[src/rtl/trash_compactor_pkg.sv]
// trash_compactor_pkg: ASCII, op and width constants shared by the parser and the day-6 evaluator
package trash_compactor_pkg;
  localparam int FIELD_W = 16;
  localparam int WORD_W = 32;
  localparam logic [7:0] SPACE = 8'h20;
  localparam logic [7:0] LF = 8'h0A;
  localparam logic [7:0] CR = 8'h0D;
  localparam logic [7:0] STAR = 8'h2A;
  localparam logic [7:0] PLUS = 8'h2B;
  localparam logic [7:0] DIG_0 = 8'h30;
  localparam logic [7:0] DIG_9 = 8'h39;
  localparam logic OP_MUL = 1'b0;
  localparam logic OP_ADD = 1'b1;
  typedef enum logic [2:0] {GAP, NUM, OPSEEN, EMIT0, EMIT1, DRAIN} state_e;
endpackage

[src/rtl/trash_compactor_bcd_field.sv]
// trash_compactor_bcd_field: left-aligned BCD digit accumulator with digit count and overflow flag
module trash_compactor_bcd_field
  import trash_compactor_pkg::*;
#(
  parameter int MAX_DIGITS = FIELD_W / 4
) (
  input  logic                      clk,
  input  logic                      rst,
  input  logic                      clr_i,
  input  logic                      app_i,
  input  logic [3:0]                dig_i,
  output logic [4*MAX_DIGITS-1:0]   val_o,
  output logic                      ovf_o
);
  localparam int FW = 4 * MAX_DIGITS;
  localparam int CW = $clog2(MAX_DIGITS + 1);
  logic [FW-1:0] val_q;
  logic [CW-1:0] cnt_q;
  logic full;
  assign full = cnt_q == CW'(MAX_DIGITS);
  assign ovf_o = app_i && full;
  assign val_o = val_q;
  // each new digit lands one nibble below the previous, starting at the top nibble
  always_ff @(posedge clk or posedge rst)
    if (rst) begin
      val_q <= '0;
      cnt_q <= '0;
    end else if (clr_i) begin
      val_q <= '0;
      cnt_q <= '0;
    end else if (app_i && !full) begin
      val_q <= val_q | ((FW'(dig_i) << (FW - 4)) >> {cnt_q, 2'b00});
      cnt_q <= cnt_q + CW'(1);
    end
endmodule

[src/rtl/trash_compactor_parser.sv]
// trash_compactor_parser: ASCII record parser packing four BCD numbers and an op into two evaluator words
module trash_compactor_parser
  import trash_compactor_pkg::*;
#(
  parameter int MAX_DIGITS = 4,
  parameter int NUMS_PER_REC = 4,
  parameter int CR_IGNORE = 1
) (
  input  logic              clk,
  input  logic              rst,
  input  logic [7:0]        byte_in,
  input  logic              byte_valid,
  output logic              byte_ready,
  output logic [WORD_W-1:0] data_out,
  output logic              op_out,
  output logic              valid_out,
  input  logic              ready_in,
  output logic              rec_err,
  output logic [31:0]       rec_count
);
  localparam int FW = 4 * MAX_DIGITS;
  localparam int CW = $clog2(NUMS_PER_REC + 1);
  localparam int IW = $clog2(NUMS_PER_REC);
  localparam logic [CW-1:0] FULL = CW'(NUMS_PER_REC);
  state_e state_q, state_d;
  logic [CW-1:0] cnt_q, cnt_d;
  logic [FW-1:0] fld_q [NUMS_PER_REC];
  logic [FW-1:0] fld_d [NUMS_PER_REC];
  logic op_q, op_d, err_q, err_d;
  logic [31:0] rec_q, rec_d;
  logic tk, is_dig, is_op, app, clr, ovf;
  logic [FW-1:0] num;
  assign byte_ready = state_q != EMIT0 && state_q != EMIT1;
  assign valid_out = !byte_ready;
  assign tk = byte_valid && byte_ready && !(CR_IGNORE != 0 && byte_in == CR);
  assign is_dig = byte_in >= DIG_0 && byte_in <= DIG_9;
  assign is_op = byte_in == STAR || byte_in == PLUS;
  assign app = tk && is_dig && (state_q == NUM || (state_q == GAP && cnt_q != FULL));
  assign data_out = state_q == EMIT1 ? {fld_q[3], fld_q[2]} : state_q == EMIT0 ? {fld_q[1], fld_q[0]} : '0;
  assign op_out = op_q;
  assign rec_err = err_q;
  assign rec_count = rec_q;
  trash_compactor_bcd_field #(.MAX_DIGITS(MAX_DIGITS)) u_field (
    .clk(clk), .rst(rst), .clr_i(clr), .app_i(app), .dig_i(byte_in[3:0]), .val_o(num), .ovf_o(ovf)
  );
  always_ff @(posedge clk or posedge rst)
    if (rst) begin
      state_q <= GAP;
      cnt_q <= '0;
      fld_q <= '{default: '0};
      op_q <= OP_MUL;
      err_q <= 1'b0;
      rec_q <= '0;
    end else begin
      state_q <= state_d;
      cnt_q <= cnt_d;
      fld_q <= fld_d;
      op_q <= op_d;
      err_q <= err_d;
      rec_q <= rec_d;
    end
  always_comb begin
    state_d = state_q;
    cnt_d = cnt_q;
    fld_d = fld_q;
    op_d = op_q;
    rec_d = rec_q;
    err_d = 1'b0;
    clr = 1'b0;
    case (state_q)
      GAP: if (tk) begin
        if (is_dig && cnt_q != FULL) state_d = NUM;
        else if (is_op && cnt_q == FULL) begin
          op_d = byte_in == PLUS ? OP_ADD : OP_MUL;
          state_d = OPSEEN;
        end else err_d = byte_in != SPACE && !(byte_in == LF && cnt_q == '0);
      end
      NUM: if (tk) begin
        if (byte_in == SPACE) begin
          fld_d[cnt_q[IW-1:0]] = num;
          cnt_d = cnt_q + CW'(1);
          clr = 1'b1;
          state_d = GAP;
        end else err_d = !is_dig || ovf;
      end
      OPSEEN: if (tk && byte_in == LF) state_d = EMIT0;
        else err_d = tk && byte_in != SPACE;
      EMIT0: if (ready_in) state_d = EMIT1;
      EMIT1: if (ready_in) begin
        rec_d = rec_q + 32'd1;
        fld_d = '{default: '0};
        cnt_d = '0;
        state_d = GAP;
      end
      DRAIN: if (tk && byte_in == LF) state_d = GAP;
      default: state_d = GAP;
    endcase
    // a bad newline already ends its record, so only other bytes need draining
    if (err_d) begin
      state_d = byte_in == LF ? GAP : DRAIN;
      fld_d = '{default: '0};
      cnt_d = '0;
      clr = 1'b1;
    end
  end
endmodule

[config.mk]
export PLATFORM = sky130hd
export DESIGN_NAME = trash_compactor_parser
export DESIGN_NICKNAME = d
export VERILOG_FILES = /design/src/rtl/trash_compactor_pkg.sv /design/src/rtl/trash_compactor_bcd_field.sv /design/src/rtl/trash_compactor_parser.sv
export SDC_FILE = /design/constraint.sdc
export NUM_CORES = 1
export LEC_CHECK = 0
export ABC_CLOCK_PERIOD_IN_PS = 4000
export CAP_MARGIN = 20
export CORE_MARGIN = 2
export CORE_UTILIZATION = 40
export DETAILED_ROUTE_END_ITERATION = 7
export GPL_TIMING_DRIVEN = 0
export PLACE_DENSITY = 0.63
export SLEW_MARGIN = 20
export SYNTH_ARGS = -nofsm -noshare
export SYNTH_HDL_FRONTEND = slang
export SYNTH_SLANG_ARGS = --single-unit
[constraint.sdc]
create_clock -name clk -period 4 [get_ports clk]
set_input_delay 0.6 -clock clk [delete_from_list [all_inputs] [get_ports clk]]
set_output_delay 0.6 -clock clk [all_outputs]
set_load 0.05 [all_outputs]
Word level (Yosys, flattened, before mapping)
Cells that the tools add are included.
Word-level totals
  register bits after elaboration: 123
  word-level logic and storage cells: 120
  output and inout bits: 68
Operators by class
  $lt $le $gt $ge: 4
  eq/ne operators: 24
  $add $sub $neg: 3
  muxes and demuxes: 42
  shift-type cells: 1
  reductions and logical operators: 32
  bitwise logic cells: 3
Operators with widths (count)
  two-way mux 64 bit: 4
  case mux 64 bit (2 select lines): 1
  bitwise mux 64 bit: 1
  two-way mux 32 bit: 2
  two-way mux 16 bit: 3
  two-way mux 3 bit: 16
  adder 32 x 1 -> 32 bit, second input constant: 1
  demux 16 bit (select 2 bit): 1
  == test 8 x 6 -> 1 bit, second input constant: 3
  != test 3 bit, second input constant: 8
  case mux 3 bit (6 select lines): 1
  == test 8 x 4 -> 1 bit, second input constant: 2
  logical AND 1 bit: 16
  OR 16 bit: 1
  >> shifter 16 x 5 -> 16 bit: 1
  == test 3 bit, second input constant: 4
  two-way mux 1 bit: 11
  >= comparator 8 x 6 -> 1 bit, second input constant: 1
  <= comparator 8 x 6 -> 1 bit, second input constant: 1
  != test 8 x 6 -> 1 bit, second input constant: 1
  AND reduction 4 bit: 2
  AND reduction 8 bit: 1
  adder 3 x 1 -> 3 bit, second input constant: 2
  == test 3 x 2 -> 1 bit, second input constant: 2
  other kinds (15): 23

Logic depth before layout (Yosys ltp)
Gate-level depths: netlist (run 1).
  depth after elaboration: 13
  mapped depth: 11
  gate-level depth less buffers: 8

Cells and area by module
A second synthesis (run 1) with hierarchy kept.
Second synthesis, totals
  cells, all modules: 488
  area, all modules: 5861.9 µm²
By module, submodules not included
  trash_compactor_parser: seq. area each 2602.5 µm², area each 4992.3 µm², instances 1, cells an instance 410
  trash_compactor_bcd_field: seq. area each 475.5 µm², area each 869.6 µm², instances 1, cells an instance 78

Least setup slack after synthesis (run 1)
No wires, ideal clock.
  path type: reg-to-output
  start: register state_q[1]
  end: output valid_out
  arrival: 2.210 ns
  path slack: 1.190 ns
  cell stages (with the launch flop): 6
  path through: dfrtp_1 -> clkbuf_1 -> nor3b_1 -> clkbuf_1 -> nor2_1 -> inv_1
Between the ends
  cells in the longest elaborated chain, start to end: 3
Ends and longest elaborated chain
  start, declared: RTL line trash_compactor_parser.sv:25  | state_e state_q, state_d;
  start signal, assigned: RTL line trash_compactor_parser.sv:55  | state_q <= state_d;
  != test 3 x 2 -> 1 bit / != test 3 bit (equally long branches): RTL line trash_compactor_parser.sv:33  | assign byte_ready = state_q != EMIT0 && state_q != EMIT1;
  logical AND 1 bit (*): RTL line trash_compactor_parser.sv:33
  net byte_ready: RTL line trash_compactor_parser.sv:13  | output logic byte_ready,
  zero test 1 bit (*): RTL line trash_compactor_parser.sv:34  | assign valid_out = !byte_ready;
  end, declared: RTL line trash_compactor_parser.sv:16  | output logic valid_out,
The timed path passes the listed nets; every way through them passes the cells marked *.

Final worst setup path (run 1)
  start: register state_q[1]
  end: output data_out[12]
Between the ends
  cells in the longest elaborated chain, start to end: 3
Ends and longest elaborated chain
  == test 3 x 2 -> 1 bit: RTL line trash_compactor_parser.sv:39  | assign data_out = state_q == EMIT1 ? {fld_q[3], fld_q[2]} : state_q == EMIT0 ? {fld_q[1], fld_q[0]} : '0;
  two-way mux 32 bit: RTL line trash_compactor_parser.sv:39
  two-way mux 32 bit (*): RTL line trash_compactor_parser.sv:39
  end, declared: RTL line trash_compactor_parser.sv:14  | output logic [WORD_W-1:0] data_out,
Mark *: on every way between the ends. The rest lies on a longest branch, timed or not.

==> impl_results.md, run 1 <==
- Total Wirelength: 13600 um
- Vias/cell: ~5.5
- Setup CP Type: register to output port
- Hold path start: rec_count[31]
- Antenna fix cells: 0
- Final ANT Viol Nets: 0
- IO Pins: 80
- Reg2reg setup slack: 1.35 ns
- FF/Latch Area: 3080 sq um
- Ys async rst share: 100%
- Clock skew: ~0.0053 ns
- CTS Buffer Depth: 2
- Worst Path Required: 3.40 ns
- First-pass GRT wire length: 22700 um
- Static Leak: approximately 0.0032 uW
- CTS tree: built
- Pint: roughly 2900 uW
- Drt first pass iters: 4
- Synth Register Bits: 123
- Reg-to-reg critical path startpoint: state_q[1]
- Max_slew headroom: between 50% and 60%
- Tcrit/Tclk final: 93.8%
- Final hold slack: 0.473 ns
- Total track usage: 19.8%
- Least-Margin Pin Slew: between 0.7 and 0.8 ns
- Placed instance count: 719
- Die H: 122 um
- Sequential area share after synthesis: 55.4%
- CP endpoint kind: output port
- Final #Nets: 577
- Syn Inst Count: 462
- FF-to-FF End: fld_q[0]
- Crit path launch type: register
- DRC: 0
- Post-synthesis cell area: between 5000 and 6000 sq um
- Syn Area/Cell: 12.0 sq um
- Fillers: 1206
- Clock H-tree levels: 4
- Area Growth Syn to Fin: 31.0%
- Gpl congestion: 0.832
- Initial drt markers: 335
- Post-CTS Hold Fix Bufs: 0
- EDFF count, synth: 0
- Final Setup Violations: 0
- Pwr/cell area: 574 nW/um^2
- Share of layout cells above drive strength 1: between 10% and 20%
- Clock sink count: 123
- Sw Share: 31.2%
- Dpl hpwl: ~9200 um
- Fmax: ~270 MHz
- Clk pin slew, worst setup/hold paths: 0.05 ns
- Synth Warn #: 0
- Clk_lat worst skew: 0.41 ns
- Initial antenna violation count: 0
- Starting density of the core: 40.5%
- Cells on Worst Hold Path: 1
- Fin util: a little over half
- Post-CTS setup buffers: 0
- Hold Path Class: register to register
- I/O Buffers: 76
- Post-Syn Nets: 481
- Wire per inst: 18.1 um
- CTS root buffer: clkbuf_16
- Synth cell types: 51
- Hold EP: rec_count[31]
- Inserted Clock Buffers: 17
- Unrepaired setup endpoints after global routing: false
- Final Hold Vio Count: 0
- Worst Reg-to-Reg Cells: 7
- Pin count of the biggest net entering global routing: 70
- Status: completed
- Psw: 1300 uW
- Arr. time, crit path: 3.15 ns
- Die footprint: 14800 sq um
- Die width: 122 um
- Non-Filler Instances: 751
- GRT Residual Overflow: 0
- Clock power frac: 42.7%
- Area taken by multi-input logic gates: ~2300 sq um
- Primary FF master, synth: dfrtp_1
- Row cnt: 43
- Vias: a little over 4000
- Min Tclk post-route: 3.75 ns
- Peak VDD IR: 0.311 mV
- Vias in the first global route: around 4200
- Count of final max-slew check failures: 0
- Crit-path max FO: 10
- Core area: 13700 sq um
- Sequential Power Share: 32.4%
- Total Neg Setup Slack: 0 ns
- Max cap viols: 0
- Logic pwr share: between 20% and 30%
[per-layer routing]
metal	routed length [um]	vias to the layer above	part of all wire, %	global-route usage (%)
met2	6400	119	47	30.7
li1	-	1924	-	-
met5	0	-	0	0
met1	6230	2094	46	26.7
met3	675	22	5.0	5.06
met4	258	0	1.9	7.69
[worst max path at each step]
stage / start / end / slack [ns] / cells after the start
finish: state_q[1] / data_out[12] / 0.25 / 6
global route: state_q[1] / data_out[13] / 0.03 / 6
CTS: state_q[1] / data_out[13] / 0.02 / 6
detailed placement: state_q[1] / data_out[14] / 0.29 / 5
global placement: rst / rec_count[7] / -1.54 / 2
floorplan: rst / cnt_q[0] / 0.13 / 1
[area by class of cell]
cell class / count / share of cell area, %
Inverter: 6 / 0.378
Timing Repair Buffer: 77 / 10.8
Sequential cell: 123 / 42.3
Tap cell: 180 / 3.09
Clock inverter: 11 / 2.91
Clock buffer: 21 / 6.60
Buffer: 31 / 2.46
Multi-Input combinational cell: 302 / 31.4
[kinds of logic after synthesis]
logic type                 after synthesis  synth area share [%]
AOI/OAI and AO/OA                      135                  19.9
and+or+nand+nor                        123                  13.6
DFF                                    123                  55.4
buffers and inverters                   37                  3.51
xor gates and xnor gates                32                  5.05
adders and majority gates                7                  1.58
muxes                                    5                 0.991
[cells in the final DEF, fill, tap and decap left out, drive strengths merged, types with 4 or more instances in the layout]
cell type / netlist / final
dfrtp: 123 / 123
a22o: 97 / 97
clkdlybuf4s50: 0 / 76
clkbuf: 12 / 33
nor2: 29 / 29
xnor2: 29 / 29
a21oi: 23 / 23
buf: 19 / 20
nand2: 17 / 17
nand3: 15 / 15
and3: 9 / 9
nand4: 9 / 9
nor4: 9 / 9
and2: 7 / 7
ha: 7 / 7
inv: 6 / 7
bufinv: 0 / 6
nor3: 6 / 6
mux2: 4 / 4
[cell usage after synthesis (2+ instances only)]
master | number | area, sq um
nor3_1 | 2 | 10.0
inv_1 | 6 | 22.5
nor2b_1 | 2 | 12.5
a21oi_1 | 23 | 115
mux2_2 | 4 | 45.0
ha_1 | 7 | 87.6
nor3_4 | 4 | 65.1
a31oi_1 | 3 | 18.8
a211oi_1 | 3 | 22.5
nand4_1 | 9 | 56.3
buf_4 | 2 | 15.0
nand2_1 | 17 | 63.8
nor2_1 | 29 | 109
buf_6 | 5 | 56.3
nand4b_1 | 2 | 17.5
clkbuf_1 | 12 | 45.0
and4_1 | 3 | 26.3
and2_1 | 7 | 43.8
xnor2_1 | 29 | 254
nand3_1 | 15 | 75.1
and4bb_2 | 3 | 37.5
a22o_1 | 97 | 850
dfrtp_1 | 123 | 3080
and3_1 | 9 | 56.3
nor4_1 | 7 | 43.8
buf_1 | 3 | 11.3
buf_2 | 9 | 45.0
nand3b_1 | 2 | 15.0
xor2_1 | 3 | 26.3
[registers in the layout, summed over array words and instances (netlist names)]
| signal | count |
|---|---|
| fld_q | 64 |
| rec_count | 32 |
| u_field.val_o | 16 |
| cnt_q | 3 |
| state_q | 3 |
| u_field.cnt_q | 3 |
| op_out | 1 |
| rec_err | 1 |
[repair_timing]
item                                   4_1_cts  5_1_grt
setup endpoints to repair                   21       30
resized for setup                            1       10
endpoints found under the hold margin        0        0
[power by group through the flow]
stage / Clock (uW) / Sequential, uW / Combinational, uW
finish: 1780 / 1350 / 1040
global route: 1870 / 1370 / 1120
global placement: 0 / 1370 / 1010
CTS: 1810 / 1350 / 1040
detailed placement: 0 / 1370 / 1030
floorplan: 0 / 1460 / 639
[through the flow]
step | total power [uW] | worst slack (ns) | instance area [sq um]
floorplan | 2100 | 0.129 | 5560
global placement | 2390 | -1.54 | 6540
detailed placement | 2410 | 0.293 | 6570
CTS | 4210 | 0.0180 | 7270
global route | 4350 | 0.0260 | 7280
finish | 4180 | 0.246 | 7280
[worst max-delay path, cell delays in order (launching register included)]
cell and delay [ns]:
dfrtp_1 0.48, clkbuf_1 0.36, nand2_1 0.09, nor2_1 0.40, clkbuf_2 0.38, a22o_1 0.21
clkdlybuf4s50_1 0.81
No activity file was read; power rests on OpenSTA's default activity.
==> run 2: changes to the inputs <==
Settings changed: CELL_PAD_IN_SITES_DETAIL_PLACEMENT set to 1, CELL_PAD_IN_SITES_GLOBAL_PLACEMENT set to 1, CORE_UTILIZATION 40 to 39, CTS_CLUSTER_SIZE set to 24, PLACE_DENSITY 0.63 to 0.74.
==> run 2 against run 1 <==
Net effect:
- first-iteration DRC count down 36%
- die area up 2.5%
- final cell count down 0.13%
- worst hold slack better by 0.0044 ns
- design area down 0.88%
- non-clock buffer count unchanged
- critical path type unchanged
==> impl_results.md, run 2 (synthesis results as in run 1) <==
- Status: completed
- Clock skew: 0.00966 ns
- Final #Nets: 577
- Vias in the first global route: approximately 4600
- Commonest non-fill, non-tap cell in the layout: dfrtp_1
- Worst Reg-to-Reg Cells: 6
- Starting density of the core: about two fifths
- CP Cell Sequence: clkbuf_1 -> nand2_1 -> nor2_2 -> clkbuf_2 -> a22o_1 -> clkdlybuf4s50_1
- Drt first pass iters: 4
- Setup CP Type: register to output port
- Least-Margin Pin Slew: 0.945 ns
- Gpl congestion: between 0.8 and 0.9
- CP endpoint kind: output port
- Crit path largest cell delay: 0.81 ns
- Worst Path Required: 3.40 ns
- GRT Residual Overflow: 0
- Largest register FFs: 64
- Die footprint: 15200 sq um
- Crit path from: state_q[1]
- Total Wirelength: 15000 um
- Die width: 123 um
- CTS root buffer: clkbuf_16
- CTS Buffer Depth: 2
- Fmax: 268 MHz
- Total track usage: 21.2%
- Most flops, register: fld_q
- Reg-to-reg critical path startpoint: state_q[1]
- Total Neg Setup Slack: 0 ns
- Vias/cell: 5.76
- Area Growth Syn to Fin: 29.8%
- Max cap viols: 0
- Antenna fix cells: 0
- Max_slew headroom: between 30% and 40%
- Clock sink count: approximately 120
- Pin count of the biggest net entering global routing: between 70 and 80
- Die H: around 120 um
- Commonest non-fill, non-tap cells in the layout: dfrtp_1 (123), a22o_1 (97), clkdlybuf4s50_1 (76)
- Initial drt markers: 216
- Clk_lat worst skew: slightly above 0.4 ns
- Inserted Clock Buffers: 17
- Share of layout cells above drive strength 1: 12.5%
- Initial antenna violation count: 0
- Clock H-tree levels: 4
- Crit-path max FO: 10
- Vias: 4318
- Row cnt: 43
- Final Setup Violations: 0
- Critical-path top delay cell: clkdlybuf4s50_1
- Pwr/cell area: 559 nW/um^2
- Final ANT Viol Nets: 0
- First-pass GRT wire length: 24600 um
- Crit path launch type: register
- Cells on Worst Hold Path: 1
- I/O Buffers: 76
- Dpl hpwl: about 10000 um
- Peak VDD IR: 0.295 mV
- Pwr Total: just over 4000 uW
- IO Pins: 80
- DRC: 0
- Hold Path Class: register to register
- Post-CTS setup buffers: 0
- Static Leak: around 0.0032 uW
- Count of final max-slew check failures: 0
- Wire per inst: 19.9 um
- Min Tclk post-route: ~3.7 ns
- Unrepaired setup endpoints after global routing: false
- Arr. time, crit path: 3.13 ns
- Tcrit/Tclk final: between 90% and 100%
- Clk pin slew, worst setup/hold paths: 0.05 ns
- Final Hold Vio Count: 0
- Core area: around 14000 sq um
- Hold path start: rec_count[31]
- CTS tree: built
[run 2: per-stage QoR]
step,instance area (sq um),utilization [%],setup slack (ns),hold WS [ns],std cells
4_1_cts,7200,51.9,0.0492,0.477,750
6_report,7210,52.0,0.269,0.477,750
3_3_place_gp,6540,47.1,-1.52,0.462,718
3_5_place_dp,6570,47.4,0.214,0.467,719
5_1_grt,7210,52.0,0.0937,0.510,750
2_1_floorplan,5560,-,0.129,0.466,462
[run 2: path summary, 6_finish.rpt]
| path | end | slack, ns |
|---|---|---|
| max in group asynchronous | u_field.val_o[5] | 2.63 |
| hold / removal | rec_count[31] | 0.48 |
| hold reg to reg | rec_count[31] | 0.48 |
| setup / recovery | data_out[12] | 0.27 |
| min in group asynchronous | rec_count[31] | 0.68 |
| setup reg to reg | u_field.val_o[15] | 1.24 |
[run 2: area by class of cell]
cell class | count | area (sq um)
clock inverters | 7 | 138
clock buffers | 24 | 482
fillers | 1454 | 6670
multi-input cells | 302 | 2300
plain buffers | 31 | 179
inverters | 6 | 27.5
well taps | 180 | 225
flip-flops and latches | 123 | 3080
repair buffers | 77 | 788
[run 2: what timing repair did]
item	in CTS	in global routing
setup endpoints to repair	31	30
hold buffers	0	0
gates resized for setup	2	10
[run 2: critical path, delay by kind of cell (launching register included)]
kind / cells / cell delay (ns)
AO/OA/AOI/OAI: 1 / 0.23
AND/OR/NAND/NOR: 2 / 0.42
flip-flops: 1 / 0.49
buffers and inverters: 3 / 1.57
[run 2: report_power, final]
group | switching (uW) | total, uW | internal, uW
clock | 522 | 1610 | 1090
combinational | 712 | 1060 | 353
sequential | 64.9 | 1360 | 1300
total | 1300 | 4030 | 2740
[run 2: per-layer routing]
layer / global-route usage (%) / share of wire, % / up-vias
met4: 5.89 / 0.96 / 0
li1: - / - / 1927
met3: 5.44 / 4.5 / 14
met5: 0 / 0 / -
met1: 27.3 / 43 / 2270
met2: 35.3 / 52 / 107
==> run 3: changes to the inputs <==
--- a/config.mk
+++ b/config.mk
@@ -12,5 +12,5 @@
 export CORE_MARGIN = 2
 export CORE_UTILIZATION = 39
-export CTS_CLUSTER_SIZE = 24
+export CTS_CLUSTER_SIZE = 40
 export DETAILED_ROUTE_END_ITERATION = 7
 export GPL_TIMING_DRIVEN = 0
==> constraint.sdc (replaced) <==
create_clock -name clk -period 4 [get_ports clk]
set_input_delay 0.6 -clock clk [delete_from_list [all_inputs] [get_ports clk]]
set_output_delay 0.6 -clock clk [all_outputs]
set_load 0.02 [all_outputs]
==> run 3 against run 2 <==
Net effect:
- maximum frequency down 0.84%
- critical path depth down 1
- sequential share of layout area up 0.082 points
- clock skew about the same
- utilization down 0.099 points
- sequential power about the same
- register-to-register slack about the same
- combinational power down 9.5%
- first-iteration DRC count up 0.93%
- critical endpoint unchanged
==> impl_results.md, run 3 (synthesis results as in run 1) <==
- Status: completed
- Final Setup Violations: 0
- Die width: 123 um
- Die footprint: 15200 sq um
- Peak VDD IR: 0.287 mV
- Initial drt markers: approximately 220
- Drt first pass iters: 5
- Count of final max-slew check failures: 0
- Row cnt: 43
- CP endpoint kind: output port
- Fmax: 266 MHz
- Initial antenna violation count: 0
- Worst Path Required: 3.40 ns
- Crit-path max FO: 10
- Largest register FFs: 64
- Dpl hpwl: roughly 10000 um
- Antenna fix cells: 0
- Vias/cell: 5.74
- Commonest non-fill, non-tap cell in the layout: dfrtp_1
- GR Util met3: 5.44%
- Clk_lat worst skew: 0.41 ns
- Wire per inst: 20.0 um
- CTS Buffer Depth: 2
- Post-CTS Hold Fix Bufs: 0
- Worst Reg-to-Reg Cells: 6
- Pwr/cell area: 546 nW/um^2
- Die H: 123 um
- Hold Path Class: register to register
- Static Leak: ~0.0032 uW
- Max cap viols: 0
- Clk pin slew, worst setup/hold paths: 0.05 ns
- GRT busiest layer: met2
- Final #Nets: between 500 and 600
- Vias: ~4300
- CTS tree: built
- Fin util: 51.9%
- GRT Residual Overflow: 0
- GR Layer Usage met1: 27.3%
- Final Hold Vio Count: 0
- Setup CP Type: register to output port
- Fillers: 1453
- Crit path launch type: register
- Gpl congestion: 0.837
- Unrepaired setup endpoints after global routing: false
- Final ANT Viol Nets: 0
- First-pass GRT wire length: 24600 um
- Post-CTS setup buffers: 0
- IO Pins: 80
- Min Tclk post-route: 3.76 ns
- Cells on Worst Hold Path: 1
- Pwr Total: 3930 uW
- Total track usage: 21.2%
- Share of layout cells above drive strength 1: 11.6%
- DRC: 0
- Commonest non-fill, non-tap cells in the layout: dfrtp_1 (123), a22o_1 (97), clkdlybuf4s50_1 (76)
- Clock skew: 0.00922 ns
- Total Neg Setup Slack: 0 ns
- I/O Buffers: between 70 and 80
- Final hold slack: roughly 0.48 ns
- Pin count of the biggest net entering global routing: 76
- Non-Filler Instances: 750
- Starting density of the core: 40.0%
- Area Growth Syn to Fin: 29.6%
- Tcrit/Tclk final: 94.1%
- Met2 usage: a little over a third
- Most flops, register: fld_q
- Max_slew headroom: approximately 37%
- Clock H-tree levels: 4
- Placed instance count: 719
- Clock sink count: 123
- Core area: 13900 sq um
- Least-Margin Pin Slew: between 0.9 and 1 ns
- Inserted Clock Buffers: 17
- Total Wirelength: roughly 15000 um
- Vias in the first global route: 4626
- CTS root buffer: clkbuf_16
- Arr. time, crit path: 3.16 ns
run 3: metrics by stage:
step | worst slack, ns | cell area [sq um]
floorplan | 0.129 | 5560
global placement | -1.52 | 6540
detailed placement | 0.413 | 6570
CTS | 0.144 | 7200
global route | 0.0239 | 7200
finish | 0.238 | 7200
run 3: where the power goes:
group	total [uW]	switching, uW	internal [uW]
Sequential	1360	64.4	1300
Clock	1610	522	1090
Combinational	959	614	345
Total	3930	1200	2730
run 3: routing by layer:
layer / vias up / share of wire (%)
met4: 0 / 1.0
met3: 15 / 4.3
met5: - / 0
li1: 1926 / -
met1: 2256 / 43
met2: 107 / 51
run 3: what timing repair did:
action,4_1_cts,5_1_grt
endpoints found under the setup margin,6,4
gates resized for setup,1,2
pin swaps,0,0
cloned,0,0
run 3: final timing paths:
kind	from	to	slack, ns
worst max register to register	state_q[1]	u_field.val_o[15]	1.24
worst max-delay path	state_q[2]	data_out[12]	0.24
worst min-delay path	rec_count[31]	rec_count[31]	0.48
max in group asynchronous	rst	u_field.val_o[3]	2.62
min in group asynchronous	rst	rec_count[31]	0.68
worst min register to register	rec_count[31]	rec_count[31]	0.48
run 3: layout make-up:
| cell class | instances | area, sq um | share of cell area (%) |
|---|---|---|---|
| flip-flops and latches | 123 | 3080 | 42.8 |
| multi-input cells | 302 | 2290 | 31.8 |
| repair buffers | 77 | 788 | 10.9 |
| clock buffers | 24 | 482 | 6.69 |
| well taps | 180 | 225 | 3.13 |
| plain buffers | 31 | 174 | 2.42 |
| clock inverters | 7 | 138 | 1.91 |
| inverters | 6 | 27.5 | 0.382 |
run 3: critical path, stage by stage (launching register included):
cell             delay [ns]
dfrtp_1                0.38
clkbuf_1               0.35
nor3b_2                0.56
clkbuf_1               0.55
a22o_1                 0.30
clkdlybuf4s50_1        0.61
